==> config.mk <==
export PLATFORM = sky130hd
export DESIGN_NAME = seg_scan_ctrl_flat
export DESIGN_NICKNAME = d
export VERILOG_FILES = /design/src/rtl/seg_scan_if.sv /design/src/rtl/seg_scan_ctrl.sv /design/src/flat_wrapper.sv
export SDC_FILE = /design/constraint.sdc
export NUM_CORES = 1
export LEC_CHECK = 0
export ABC_CLOCK_PERIOD_IN_PS = 4000
export CORE_MARGIN = 3
export CORE_UTILIZATION = 45
export CTS_CLUSTER_SIZE = 30
export DETAILED_ROUTE_END_ITERATION = 12
export PLACE_DENSITY_LB_ADDON = 0.08
export SLEW_MARGIN = 20
export SYNTH_ARGS = -nofsm -noshare
export SYNTH_HDL_FRONTEND = slang
export SYNTH_SLANG_ARGS = --single-unit
==> constraint.sdc <==
create_clock -name clk -period 4 [get_ports clk]
set_input_delay 0.6 -clock clk [delete_from_list [all_inputs] [get_ports clk]]
set_output_delay 0.6 -clock clk [all_outputs]
set_load 0.05 [all_outputs]
==> src/rtl/seg_scan_if.sv <==
// Bundle of the display controller's load request, display controls and scan outputs.
// load is a single-cycle strobe with no ready: the controller accepts every load it sees.
interface seg_scan_if #(
  parameter int NUM_DIGITS = 4,
  parameter int SEL_W      = $clog2(NUM_DIGITS)
);
  logic                    load;
  logic [NUM_DIGITS*4-1:0] value;
  logic                    blank_lz;
  logic [3:0]              brightness;
  logic [SEL_W-1:0]        digit_sel;
  logic [3:0]              nibble;
  logic                    digit_on;
  logic                    loaded;

  modport master (
    output load, value, blank_lz, brightness,
    input  digit_sel, nibble, digit_on, loaded
  );

  modport slave (
    input  load, value, blank_lz, brightness,
    output digit_sel, nibble, digit_on, loaded
  );
endinterface

==> src/rtl/seg_scan_ctrl.sv <==
// Multiplexed N-digit 7-segment scan controller: frame-synchronous double-buffered
// value, leading-zero blanking and 16-level PWM brightness, all outputs registered.
module seg_scan_ctrl #(
  parameter int NUM_DIGITS = 4,
  parameter int DIV_BITS   = 14,
  parameter int SEL_W      = $clog2(NUM_DIGITS)
) (
  input  logic        clk,
  input  logic        reset,
  seg_scan_if.slave   bus
);
  localparam int              VW       = NUM_DIGITS * 4;
  localparam logic [SEL_W-1:0] LAST_IDX = SEL_W'(NUM_DIGITS - 1);

  logic [DIV_BITS-1:0]   r_div;
  logic [SEL_W-1:0]      r_idx;
  logic [VW-1:0]         r_shd;
  logic [VW-1:0]         r_disp;
  logic                  r_pending;
  logic                  r_commit;
  logic [SEL_W-1:0]      r_digit_sel;
  logic [3:0]            r_nibble;
  logic                  r_digit_on;
  logic                  r_loaded;

  logic                  w_div_last;
  logic                  w_boundary;
  logic [3:0]            w_pwm_slot;
  logic [3:0]            w_nibble;
  logic [NUM_DIGITS-1:0] w_blank;
  logic                  w_nz_above;

  assign w_div_last = &r_div;
  assign w_boundary = w_div_last && (r_idx == LAST_IDX);
  assign w_pwm_slot = r_div[DIV_BITS-1 -: 4];
  assign w_nibble   = r_disp[{r_idx, 2'b00} +: 4];

  // Walk from the most significant digit down; a digit is blanked while every digit
  // at or above it is zero. Digit 0 is never blanked so a zero value shows "0".
  always_comb begin
    w_blank    = '0;
    w_nz_above = 1'b0;
    for (int i = NUM_DIGITS - 1; i >= 0; i--) begin
      w_nz_above = w_nz_above | (|r_disp[4*i +: 4]);
      if (i > 0) w_blank[i] = bus.blank_lz && !w_nz_above;
    end
  end

  always_ff @(posedge clk) begin
    if (reset) begin
      r_div     <= '0;
      r_idx     <= '0;
      r_shd     <= '0;
      r_disp    <= '0;
      r_pending <= 1'b0;
      r_commit  <= 1'b0;
    end else begin
      r_div <= r_div + 1'b1;
      if (w_div_last) r_idx <= (r_idx == LAST_IDX) ? '0 : r_idx + 1'b1;

      // A load landing on the boundary bypasses the shadow and shows immediately.
      r_commit <= w_boundary && (bus.load || r_pending);
      if (w_boundary) begin
        if (bus.load)      r_disp <= bus.value;
        else if (r_pending) r_disp <= r_shd;
        r_pending <= 1'b0;
      end else if (bus.load) begin
        r_shd     <= bus.value;
        r_pending <= 1'b1;
      end
    end
  end

  // loaded is delayed one clock behind the commit so it lines up with digit 0 of
  // the new frame on the registered outputs.
  always_ff @(posedge clk) begin
    if (reset) begin
      r_digit_sel <= '0;
      r_nibble    <= '0;
      r_digit_on  <= 1'b0;
      r_loaded    <= 1'b0;
    end else begin
      r_digit_sel <= r_idx;
      r_nibble    <= w_nibble;
      r_digit_on  <= (w_pwm_slot < bus.brightness) && !w_blank[r_idx];
      r_loaded    <= r_commit;
    end
  end

  assign bus.digit_sel = r_digit_sel;
  assign bus.nibble    = r_nibble;
  assign bus.digit_on  = r_digit_on;
  assign bus.loaded    = r_loaded;
endmodule

==> src/flat_wrapper.sv <==
// flat-port wrapper written by rule: the top's interface ports become plain ports
module seg_scan_ctrl_flat 
#(
  parameter int NUM_DIGITS = 4,
  parameter int DIV_BITS   = 14,
  parameter int SEL_W      = $clog2(NUM_DIGITS)
)
  (clk, reset, bus_load, bus_value, bus_blank_lz, bus_brightness, bus_digit_sel, bus_nibble, bus_digit_on, bus_loaded);
  seg_scan_if #(.NUM_DIGITS(NUM_DIGITS), .SEL_W(SEL_W)) bus_i ();
  input  logic clk;
  input  logic reset;
  input wire logic [$bits(bus_i.load)-1:0] bus_load;
  input wire logic [$bits(bus_i.value)-1:0] bus_value;
  input wire logic [$bits(bus_i.blank_lz)-1:0] bus_blank_lz;
  input wire logic [$bits(bus_i.brightness)-1:0] bus_brightness;
  output wire logic [$bits(bus_i.digit_sel)-1:0] bus_digit_sel;
  output wire logic [$bits(bus_i.nibble)-1:0] bus_nibble;
  output wire logic [$bits(bus_i.digit_on)-1:0] bus_digit_on;
  output wire logic [$bits(bus_i.loaded)-1:0] bus_loaded;
  assign bus_i.load = bus_load;
  assign bus_i.value = bus_value;
  assign bus_i.blank_lz = bus_blank_lz;
  assign bus_i.brightness = bus_brightness;
  assign bus_digit_sel = bus_i.digit_sel;
  assign bus_nibble = bus_i.nibble;
  assign bus_digit_on = bus_i.digit_on;
  assign bus_loaded = bus_i.loaded;
  seg_scan_ctrl #(.NUM_DIGITS(NUM_DIGITS), .DIV_BITS(DIV_BITS), .SEL_W(SEL_W)) u_core (.clk(clk), .reset(reset), .bus(bus_i));
endmodule
==> summary.md, run 1 <==
| Metric | Value |
|---|---|
| Status | completed |
| Syn Area/Cell | roughly 10 um^2 |
| Top Ports | 32 |
| Yosys cell types | 33 |
| Max H-tree Level | 3 |
| Synth Area in Simple Gates | about 23% |
| Core Rows | 27 |
| Post-route cell area | approximately 0.0033 mm^2 |
| Sequential cell area | ~0.0012 mm^2 |
| Max IR drop VDD | 0.212 mV |
| Post-DR vias/cell | 5.14 |
| Syn Nets | about 300 |
| Global placer's final weighted congestion | approximately 0.76 |
| IO Port Bufs | 31 |
| Detailed Place HPWL | between 3000 and 4000 um |
| Max-capacitance violation count | 0 |
| Die height | about 84 um |
| # DRC | 0 |
| Synth Register Bits | 58 |
| Power Dens Cells | ~370 mW/mm^2 |
| XOR/XNOR Fraction of Synth Area | under 10% |
| Root Driver | clkbuf_8 |
| GRT Total Usage | 16.2% |
| Peak Freq | 0.454 GHz |
| Tmin final | ~2.2 ns |
| DR iter-0 viols | 43 |
| CTS Buf Count | 9 |
| Synth warnings | 0 |
| CP required | approximately 4.3 ns |
| Post CTS Setup Buffer Count | 0 |
| DRT Wirelength | about 5200 um |
| Post-synthesis sequential area ratio | a little over two fifths |
| Hold buffer count at CTS | 0 |
| Initial antenna violation count | 0 |
| Chip Width | approximately 84 um |
| Reg clk slew, reported paths | roughly 0.06 ns |
| Post-route antenna net violation count | 0 |
| Slew Limit Fails | 0 |
| First-pass GRT wire length | 9240 um |
| CTS tree | yes |
| Ant diodes | 0 |
| Cells after synthesis | roughly 280 |
| DP Area | around 0.003 mm^2 |
| Endpoints failing setup | 0 |
| WP data arrival | 2.48 ns |
| Fin. Hold Viols | 0 |
| Post-DR wirelength/cell | ~14 um |
| Final Cycle Share | between 50% and 60% |
| CP max FO | 20 |
| Worst-Margin Slew | approximately 0.67 ns |
| Mux contribution to synthesized area | roughly 16% |
| Overflow after GRT | 0 |
| Sink Count | 58 |
| Clock buffer depth | 2 |
| Startpoint types | flip-flop |
| Die ar. | slightly above 0.007 mm^2 |
| Syn-to-layout area delta | 18.7% |
| Final Net Count | approximately 330 |
| Main combinational cell family by area after synthesis | simple AND/OR/NAND/NOR gates |
| Largest net degree at the start of global routing | roughly 50 |
| Post-synthesis cell area | ~0.0027 mm^2 |
| RSZ-0062 raised after global routing | false |
| Core Region | 0.00571 mm^2 |
| Routed vias | approximately 2000 |
| Setup TNS | 0 ns |
| Post-cts repair resize count | 0 |
| Static Leak | approximately 1.3 nW |
| Fillers | 522 |
| Multi-input logic area | 0.00148 mm^2 |
| Share of cells above drive strength 1 | 9.45% |
| Hold Crit Class | reg -> reg |
| Critical path class | reg -> reg |
| Synth Area in Compound Gates | roughly 8.9% |
| Vias in the first global route | 1948 |
| Worst hold slack | approximately 0.45 ns |
| Clock Skew | about 0.0043 ns |
| DRT Pass-1 Iters | 4 |
| Starting Density | between 40 and 50% |
| Clock Latency Late Sink | around 0.33 ns |
| Worst slew margin | approximately 55% |
| Synthesized-area fraction occupied by adder cells | 2.28% |
| Worst Setup End Kind | flip-flop |
==> Yosys cell counts (all sizes together) <==
master,instances,area share (%)
a2111oi,1,0.32
a21o,2,0.55
a21oi,19,3.5
and3,1,0.23
and4,4,1.3
buf,9,2.3
clkbuf,9,1.2
dfxtp,58,42
ha,5,2.3
inv,3,0.41
mux2,2,0.82
mux2i,32,12
mux4,4,3.3
nand2,4,0.55
nand2b,49,11
nand3,5,1.1
nand4,4,1.5
nor2,14,1.9
nor2b,11,2.6
nor3,5,0.91
nor3b,1,0.27
nor4,4,1.5
o21a,16,4.4
o21ai,1,0.18
or3,1,0.23
xnor2,4,1.3
xor2,7,2.2
==> cell families after synthesis <==
logic type      count (synthesis)
buf+inv                        21
xor+xnor                       11
simple gates                  103
mux                            38
fa+ha+maj                       5
compound gates                 39
flops                          58
==> worst paths after layout <==
kind / cells past startpoint / start / slack, ns / endpoint
worst min-delay path: 1 / u_core.r_commit$_SDFF_PP0_ / 0.45 / u_core.bus.loaded$_SDFF_PP0_
worst min register to register: 1 / u_core.r_commit$_SDFF_PP0_ / 0.45 / u_core.bus.loaded$_SDFF_PP0_
worst max register to register: 6 / u_core.r_idx[0]$_SDFFE_PP0P_ / 1.80 / u_core.r_disp[14]$_SDFFE_PP0P_
worst max-delay path: 6 / u_core.r_idx[0]$_SDFFE_PP0P_ / 1.80 / u_core.r_disp[14]$_SDFFE_PP0P_
==> power by group <==
part           leakage [nW]  total (mW)  switching (mW)  internal (mW)
combinational         0.771       0.102          0.0458         0.0566
clock                 0.102       0.508           0.228          0.280
sequential            0.472       0.602          0.0103          0.592
==> worst max-delay path, cell delays in order, from the launching register on <==
cell and delay (ns):
dfxtp_1 0.56, ha_1 0.24, nand3_1 0.13, nor4_4 0.17, buf_4 0.28, nor2b_2 0.58, o21a_1 0.18
==> state kept, by name, summed over array words and instances (netlist names) <==
signal	flops
u_core.r_shd	16
u_core.r_disp	16
u_core.r_div	14
u_core.bus.digit_on	1
u_core.r_pending	1
u_core.r_commit	1
u_core.r_idx	2
u_core.bus.digit_sel	2
u_core.bus.nibble	4
u_core.bus.loaded	1
==> per-stage QoR <==
| stage | instances | setup WS, ns | power (mW) | util [%] |
|---|---|---|---|---|
| final | 379 | 1.80 | 1.21 | 57.0 |
| after global placement | 363 | 1.53 | 0.717 | 53.6 |
| after global routing | 379 | 1.58 | 1.28 | 57.0 |
| after floorplan | 275 | 2.31 | 0.680 | - |
| after CTS | 379 | 1.49 | 1.23 | 56.8 |
| after detailed placement | 363 | 1.49 | 0.718 | 53.6 |
==> routing by layer <==
metal	share of wire [%]	track usage, %
met4	0.85	3.95
met1	50	20.5
met5	0	0
met2	45	25.1
met3	4.2	7.40
==> layout by cell type, fill, tap and decap left out, types with 2 or more instances in the layout <==
cell	count
nor2_1	14
ha_1	5
nand2_1	4
xor2_1	7
inv_1	3
mux4_2	4
clkbuf_8	9
a21o_1	2
o21a_1	16
mux2i_1	32
clkdlybuf4s50_1	30
mux2_1	2
nand3_1	4
dfxtp_1	58
nor4_1	3
clkinv_2	6
a21oi_1	19
nand2b_1	49
and4_1	4
xnor2_1	4
nor2b_1	9
buf_4	3
nand4_1	3
nor3_1	5
==> layout make-up <==
class	count	share of cell area [%]
clock buffers	9	3.81
clock inverters	7	1.85
inverters	3	0.346
multi-input cells	196	45.5
flip-flops and latches	58	35.7
well taps	72	2.77
repair buffers	34	10.1
Note: power is estimated with default switching activity, not from simulation.
==> inputs of run 2 (changes only) <==
--- a/config.mk
+++ b/config.mk
@@ -5,7 +5,7 @@
 export SDC_FILE = /design/constraint.sdc
 export NUM_CORES = 1
 export LEC_CHECK = 0
-export ABC_CLOCK_PERIOD_IN_PS = 4000
+export ABC_CLOCK_PERIOD_IN_PS = 1850
 export CORE_MARGIN = 3
 export CORE_UTILIZATION = 45
 export CTS_CLUSTER_SIZE = 30
==> constraint.sdc (replaced) <==
create_clock -name clk -period 1.85 [get_ports clk]
set_input_delay 0.2775 -clock clk [delete_from_list [all_inputs] [get_ports clk]]
set_output_delay 0.2775 -clock clk [all_outputs]
set_load 0.05 [all_outputs]
==> run 2 against run 1 <==
Net effect:
- register-to-register slack got worse by 1.7 ns
- clock skew up 0.00065 ns
- sequential power increased by 110%
==> summary.md, run 2 (synthesis gave the netlist of run 1 again) <==
| Metric | Value |
|---|---|
| Total power | just under 3 mW |
| WP data arrival | 1.96 ns |
| Hold_sp | reset |
| Max IR drop VDD | between 0.4 and 0.5 mV |
| Reg2reg end | u_core.r_idx[0]$_SDFFE_PP0P_ |
| Post-route cell area | between 0.003 and 0.004 mm^2 |
| Clock buffer depth | 2 |
| Ant diodes | 0 |
| Fin. Hold Viols | 0 |
| Setup TNS | 0 ns |
| Status | completed |
| Global placer's final weighted congestion | approximately 0.73 |
| M1 GR Usage | between 20 and 25% |
| Worst Reg-to-Reg Cells | 6 |
| Utilization after layout | around 60% |
| Registers with the most flip-flops | u_core.r_disp (16), u_core.r_shd (16), u_core.r_div (14) |
| Worst Setup Slack, final | around 0.12 ns |
| CTS Buf Count | 9 |
| First-pass GRT wire length | between 9000 and 10000 um |
| Reg clk slew, reported paths | roughly 0.070 ns |
| Overflow after GRT | 0 |
| GRT Total Usage | between 15 and 20% |
| Post-DR vias/cell | 5.07 |
| Worst hold slack | 0.327 ns |
| Sink Count | 58 |
| Static Leak | ~1.4 nW |
| Placed cells | 375 |
| Worst-path cell chain | ha_1, nand3_4, buf_4, nor2_2, and4_4, mux2_1 |
| Core Rows | 27 |
| # DRC | 0 |
| Clock Latency Late Sink | 0.33 ns |
| Root Driver | clkbuf_8 |
| GR Util met2 | between 20 and 25% |
| Largest net degree at the start of global routing | 34 |
| Max incr delay on CP | ~0.37 ns |
| DRT Pass-1 Iters | 4 |
| Max H-tree Level | 3 |
| Vias in the first global route | 1955 |
| Critical path class | reg -> reg |
| Top Ports | 32 |
| Worst-path cell with the longest stage delay | dfxtp_1 |
| Final Net Count | 343 |
| Hold Crit Class | in -> reg |
| Hold Path Stages | 2 |
| Worst Setup End Kind | flip-flop |
| Chip Width | roughly 84 um |
| DR iter-0 viols | 34 |
| Layout Cells excl Fill | about 390 |
| Die ar. | 0.00706 mm^2 |
| Hold buffer count at CTS | 0 |
| Syn-to-layout area delta | 25.3% |
| Setup Slack @ Placement | -0.0173 ns |
| Routed vias | roughly 2000 |
| Max-capacitance violation count | 0 |
| CTS tree | yes |
| Post-DR wirelength/cell | roughly 13 um |
| Slew Limit Fails | 0 |
| Share of cells above drive strength 1 | approximately an eighth |
| Worst-Margin Slew | 0.490 ns |
| Starting Density | 48.0% |
| Startpoint types | flip-flop |
| Peak Freq | 0.577 GHz |
| GRT busiest layer | met2 |
| CP required | just over 2 ns |
| Die height | between 80 and 90 um |
| Commonest non-fill, non-tap cell in the layout | dfxtp_1 |
| DRT Wirelength | ~5200 um |
| Global Route met3 Usage | ~3.5% |
| Detailed Place HPWL | 3670 um |
| Power Dens Cells | 841 mW/mm^2 |
| Clock Skew | 0.00495 ns |
| Worst hold endpoint | u_core.r_div[13]$_SDFF_PP0_ |
| Worst slew margin | 67.2% |
| Endpoints failing setup | 0 |
| Final Cycle Share | 93.6% |
| Commonest cells after routing, fill and taps aside | 58 x dfxtp_1, 49 x nand2b_1, 32 x mux2i_1, 30 x clkdlybuf4s50_1, 19 x a21oi_1 |
| Reg2reg start | u_core.r_div[0]$_SDFF_PP0_ |
| Core Region | 0.00571 mm^2 |
| Initial antenna violation count | 0 |
| CP max FO | 5 |
| Tmin final | about 1.7 ns |
| Post-route antenna net violation count | 0 |
| DP Area | roughly 0.0032 mm^2 |
| IO Port Bufs | 31 |
| Worst reg2reg setup slack | approximately 0.12 ns |
| Fillers | ~480 |
-- run 2: changes by cell type in the layout (fill, tap and decap cells not counted), sizes merged --
cell,previous run,this run
buf,4,16
bufinv,1,2
clkbuf,9,12
clkinv,6,2
-- run 2: worst max-delay path: cells and delay by family, from the launching register on --
family	cells	cell delay, ns
adders and majority gates	1	0.25
DFF	1	0.37
muxes	1	0.32
and+or+nand+nor	3	0.52
buffers and inverters	1	0.17
-- run 2: per-layer routing --
layer,part of all wire [%],wire length [um]
met2,45,2350
met4,2.5,129
met1,49,2560
met5,0,0
met3,2.8,147
-- run 2: repair_timing --
action,in CTS,in global routing
endpoints found under the setup margin,0,18
endpoints found under the hold margin,0,0
resized for setup,0,4
buffers inserted,0,0
-- run 2: power by group --
group / internal (mW) / total, mW / switching (mW)
registers: 1.28 / 1.29 / 0.0157
logic: 0.139 / 0.248 / 0.109
clock network: 0.833 / 1.34 / 0.512
-- run 2: area by class of cell --
class / count / area, um^2 / area share [%]
repair buffers: 46 / 459 / 13.4
well taps: 72 / 90.1 / 2.62
multi-input cells: 196 / 1480 / 43.2
flip-flops and latches: 58 / 1160 / 33.8
clock buffers: 12 / 155 / 4.52
clock inverters: 4 / 73.8 / 2.15
inverters: 3 / 11.3 / 0.328
-- run 2: worst max-delay path by stage --
stage	startpoint	to	slack (ns)	cells past startpoint
final	u_core.r_div[0]$_SDFF_PP0_	u_core.r_idx[0]$_SDFFE_PP0P_	0.12	6
after global routing	u_core.r_div[0]$_SDFF_PP0_	u_core.r_idx[0]$_SDFFE_PP0P_	-0.009	6
after CTS	u_core.r_div[0]$_SDFF_PP0_	u_core.r_idx[0]$_SDFFE_PP0P_	0.06	6
after detailed placement	bus_brightness[1]	u_core.bus.digit_on$_SDFF_PP0_	-0.02	6
after global placement	bus_brightness[1]	u_core.bus.digit_on$_SDFF_PP0_	0.04	6
after floorplan	u_core.r_div[0]$_SDFF_PP0_	u_core.r_shd[10]$_SDFFE_PP0P_	0.16	8
==> inputs of run 3 (changes only) <==
--- a/config.mk
+++ b/config.mk
@@ -11,6 +11,7 @@
 export CTS_CLUSTER_SIZE = 30
 export DETAILED_ROUTE_END_ITERATION = 12
 export PLACE_DENSITY_LB_ADDON = 0.08
+export REMOVE_ABC_BUFFERS = 1
 export SLEW_MARGIN = 20
 export SYNTH_ARGS = -nofsm -noshare
 export SYNTH_HDL_FRONTEND = slang
==> run 3 against run 2 <==
Net effect:
- final cell count is 0.77% lower
- routed wire length fell by 1.2%
- clock power shrank 26%
- via count shrank 1.1%
- non-clock buffer count increased by 1
- combinational power down 3%
- maximum frequency down 0.17%
- cell area is 2.2% lower
- global-route usage increased by 0.24 points
- critical path type unchanged
==> summary.md, run 3 (synthesis gave the netlist of run 1 again) <==
| Metric | Value |
|---|---|
| Status | completed |
| Die height | 84.0 um |
| Clock share of power | just under 40% |
| Overflow after GRT | 0 |
| Sink Count | just under 60 |
| Endpoints failing setup | 0 |
| Worst Setup Slack, final | 0.115 ns |
| Max IR drop VDD | between 0.4 and 0.5 mV |
| Startpoint types | flip-flop |
| Routed vias | ~2000 |
| Total power | around 2.5 mW |
| Commonest cells after routing, fill and taps aside | 58 x dfxtp_1, 49 x nand2b_1, 32 x mux2i_1, 30 x clkdlybuf4s50_1, 19 x a21oi_1 |
| Power Dens Cells | about 750 mW/mm^2 |
| Post-route cell area | approximately 0.0034 mm^2 |
| Worst reg2reg setup slack | between 0.1 and 0.15 ns |
| Power Internal | between 1.5 and 2 mW |
| Chip Width | 84.0 um |
| # DRC | 0 |
| DRT Wirelength | 5120 um |
| Clock buffer depth | 2 |
| DR iter-0 viols | 63 |
| Largest net degree at the start of global routing | 26 |
| Reg2reg end | u_core.r_idx[0]$_SDFFE_PP0P_ |
| Hold Crit Class | in -> reg |
| Reg2reg start | u_core.r_div[0]$_SDFF_PP0_ |
| Peak Freq | 0.576 GHz |
| Fin. Hold Viols | 0 |
| WP buf/inv | 1 |
| Critical path class | reg -> reg |
| Worst hold slack | 0.363 ns |
| CTS Buf Count | 9 |
| Seq pwr share | 51.2% |
| Clock Skew | between 0.007 and 0.008 ns |
| Max-capacitance violation count | 0 |
| Net switching power | between 500 and 600 uW |
| Core Rows | 27 |
| Reg clk slew, reported paths | ~0.060 ns |
| Top Ports | 32 |
| Core Region | between 0.005 and 0.006 mm^2 |
| Setup Slack @ Placement | -0.0700 ns |
| Worst hold endpoint | u_core.bus.digit_sel[0]$_SDFF_PP0_ |
| Worst-Margin Slew | approximately 0.49 ns |
| Global placer's final weighted congestion | 0.785 |
| CP delay by family, top | simple AND/OR/NAND/NOR gates |
| Hold_sp | reset |
| Slew Limit Fails | 0 |
| Final Net Count | around 340 |
| Post-DR vias/cell | a little over 5 |
| CTS tree | yes |
| Hold Path Stages | 2 |
| IO Port Bufs | 31 |
| Vias in the first global route | 2010 |
| First-pass GRT wire length | 9170 um |
| Max H-tree Level | 3 |
| Static Leak | 1.40 nW |
| DRT Pass-1 Iters | 4 |
| Initial antenna violation count | 0 |
| Starting Density | between 40% and 50% |
| Switch share | a little over a fifth |
| CP required | 2.05 ns |
| Share of cells above drive strength 1 | between 10% and 20% |
| WP data arrival | about 1.9 ns |
| Clock Latency Late Sink | 0.32 ns |
| Root Driver | clkbuf_8 |
| Registers with the most flip-flops | u_core.r_disp (16), u_core.r_shd (16), u_core.r_div (14) |
| Ant diodes | 0 |
| Post-DR wirelength/cell | between 10 and 15 um |
| Worst Reg-to-Reg Cells | 6 |
| CP max FO | 5 |
| DP Area | about 0.0032 mm^2 |
| GRT Total Usage | ~16% |
| Worst-path cell chain | ha_2, nand3_4, buf_4, nor2_1, and4_1, mux2_1 |
| Detailed Place HPWL | 3730 um |
| Post-route antenna net violation count | 0 |
| Tmin final | 1.73 ns |
| Die ar. | 0.00706 mm^2 |
| Max incr delay on CP | ~0.36 ns |
| Worst-path cell with the longest stage delay | dfxtp_1 |
| Final Cycle Share | a little over nine tenths |
| Commonest non-fill, non-tap cell in the layout | dfxtp_1 |
| Worst slew margin | approximately two thirds |
| Syn-to-layout area delta | 22.6% |
| Worst Setup End Kind | flip-flop |
| Combinational share of power | 9.5% |
| RSZ-0062 raised after global routing | false |
run 3: power groups by stage:
stage,clock network [mW],registers [mW],logic [mW]
floorplan,0,1.33,0.113
global placement,0,1.32,0.239
detailed placement,0,1.32,0.245
CTS,1.04,1.30,0.246
global route,1.10,1.30,0.270
finish,0.998,1.30,0.240
run 3: area by class of cell:
cell class                      count  area, um^2
Timing Repair Buffer               47         450
Fill cell                         512        2350
Tap cell                           72        90.1
Clock buffer                       12         165
Inverter                            3        11.3
Multi-Input combinational cell    196        1480
Sequential cell                    58        1160
run 3: how the worst max path moves through the flow:
stage / from / depth (start not counted) / endpoint / slack, ns
3_3_place_gp: bus_brightness[1] / 6 / u_core.bus.digit_on$_SDFF_PP0_ / 0.04
6_report: u_core.r_div[0]$_SDFF_PP0_ / 6 / u_core.r_idx[0]$_SDFFE_PP0P_ / 0.12
3_5_place_dp: bus_brightness[1] / 6 / u_core.bus.digit_on$_SDFF_PP0_ / -0.07
4_1_cts: u_core.r_div[0]$_SDFF_PP0_ / 6 / u_core.r_idx[0]$_SDFFE_PP0P_ / 0.07
2_1_floorplan: u_core.r_idx[0]$_SDFFE_PP0P_ / 5 / u_core.r_disp[0]$_SDFFE_PP0P_ / -0.45
5_1_grt: u_core.r_div[0]$_SDFF_PP0_ / 6 / u_core.r_idx[0]$_SDFFE_PP0P_ / 0.005
run 3: timing repair:
action                                  CTS  global route
endpoints found under the setup margin    0            19
gates resized for setup                   0             2
hold buffers                              0             0
buffers inserted                          0             0
run 3: worst register-to-register path, cell delays in order (launching register included):
cell and delay (ns):
dfxtp_1 0.36, ha_2 0.23, nand3_4 0.11, buf_4 0.16, nor2_1 0.15, and4_1 0.26, mux2_1 0.34
run 3: stage by stage:
stage	util, %	cells	TNS (ns)
after floorplan	-	257	-10.41
after global placement	55.8	376	0
after detailed placement	55.8	376	-0.0700
after CTS	58.7	388	0
after global routing	58.8	388	0
final	58.8	388	0
run 3: routing by layer:
layer	vias to the layer above	track usage (%)	part of all wire [%]
li1	1030	-	-
met1	894	21.3	51
met2	34	24.4	44
met3	4	4.74	4.1
met4	0	8.04	0.68
met5	-	0	0
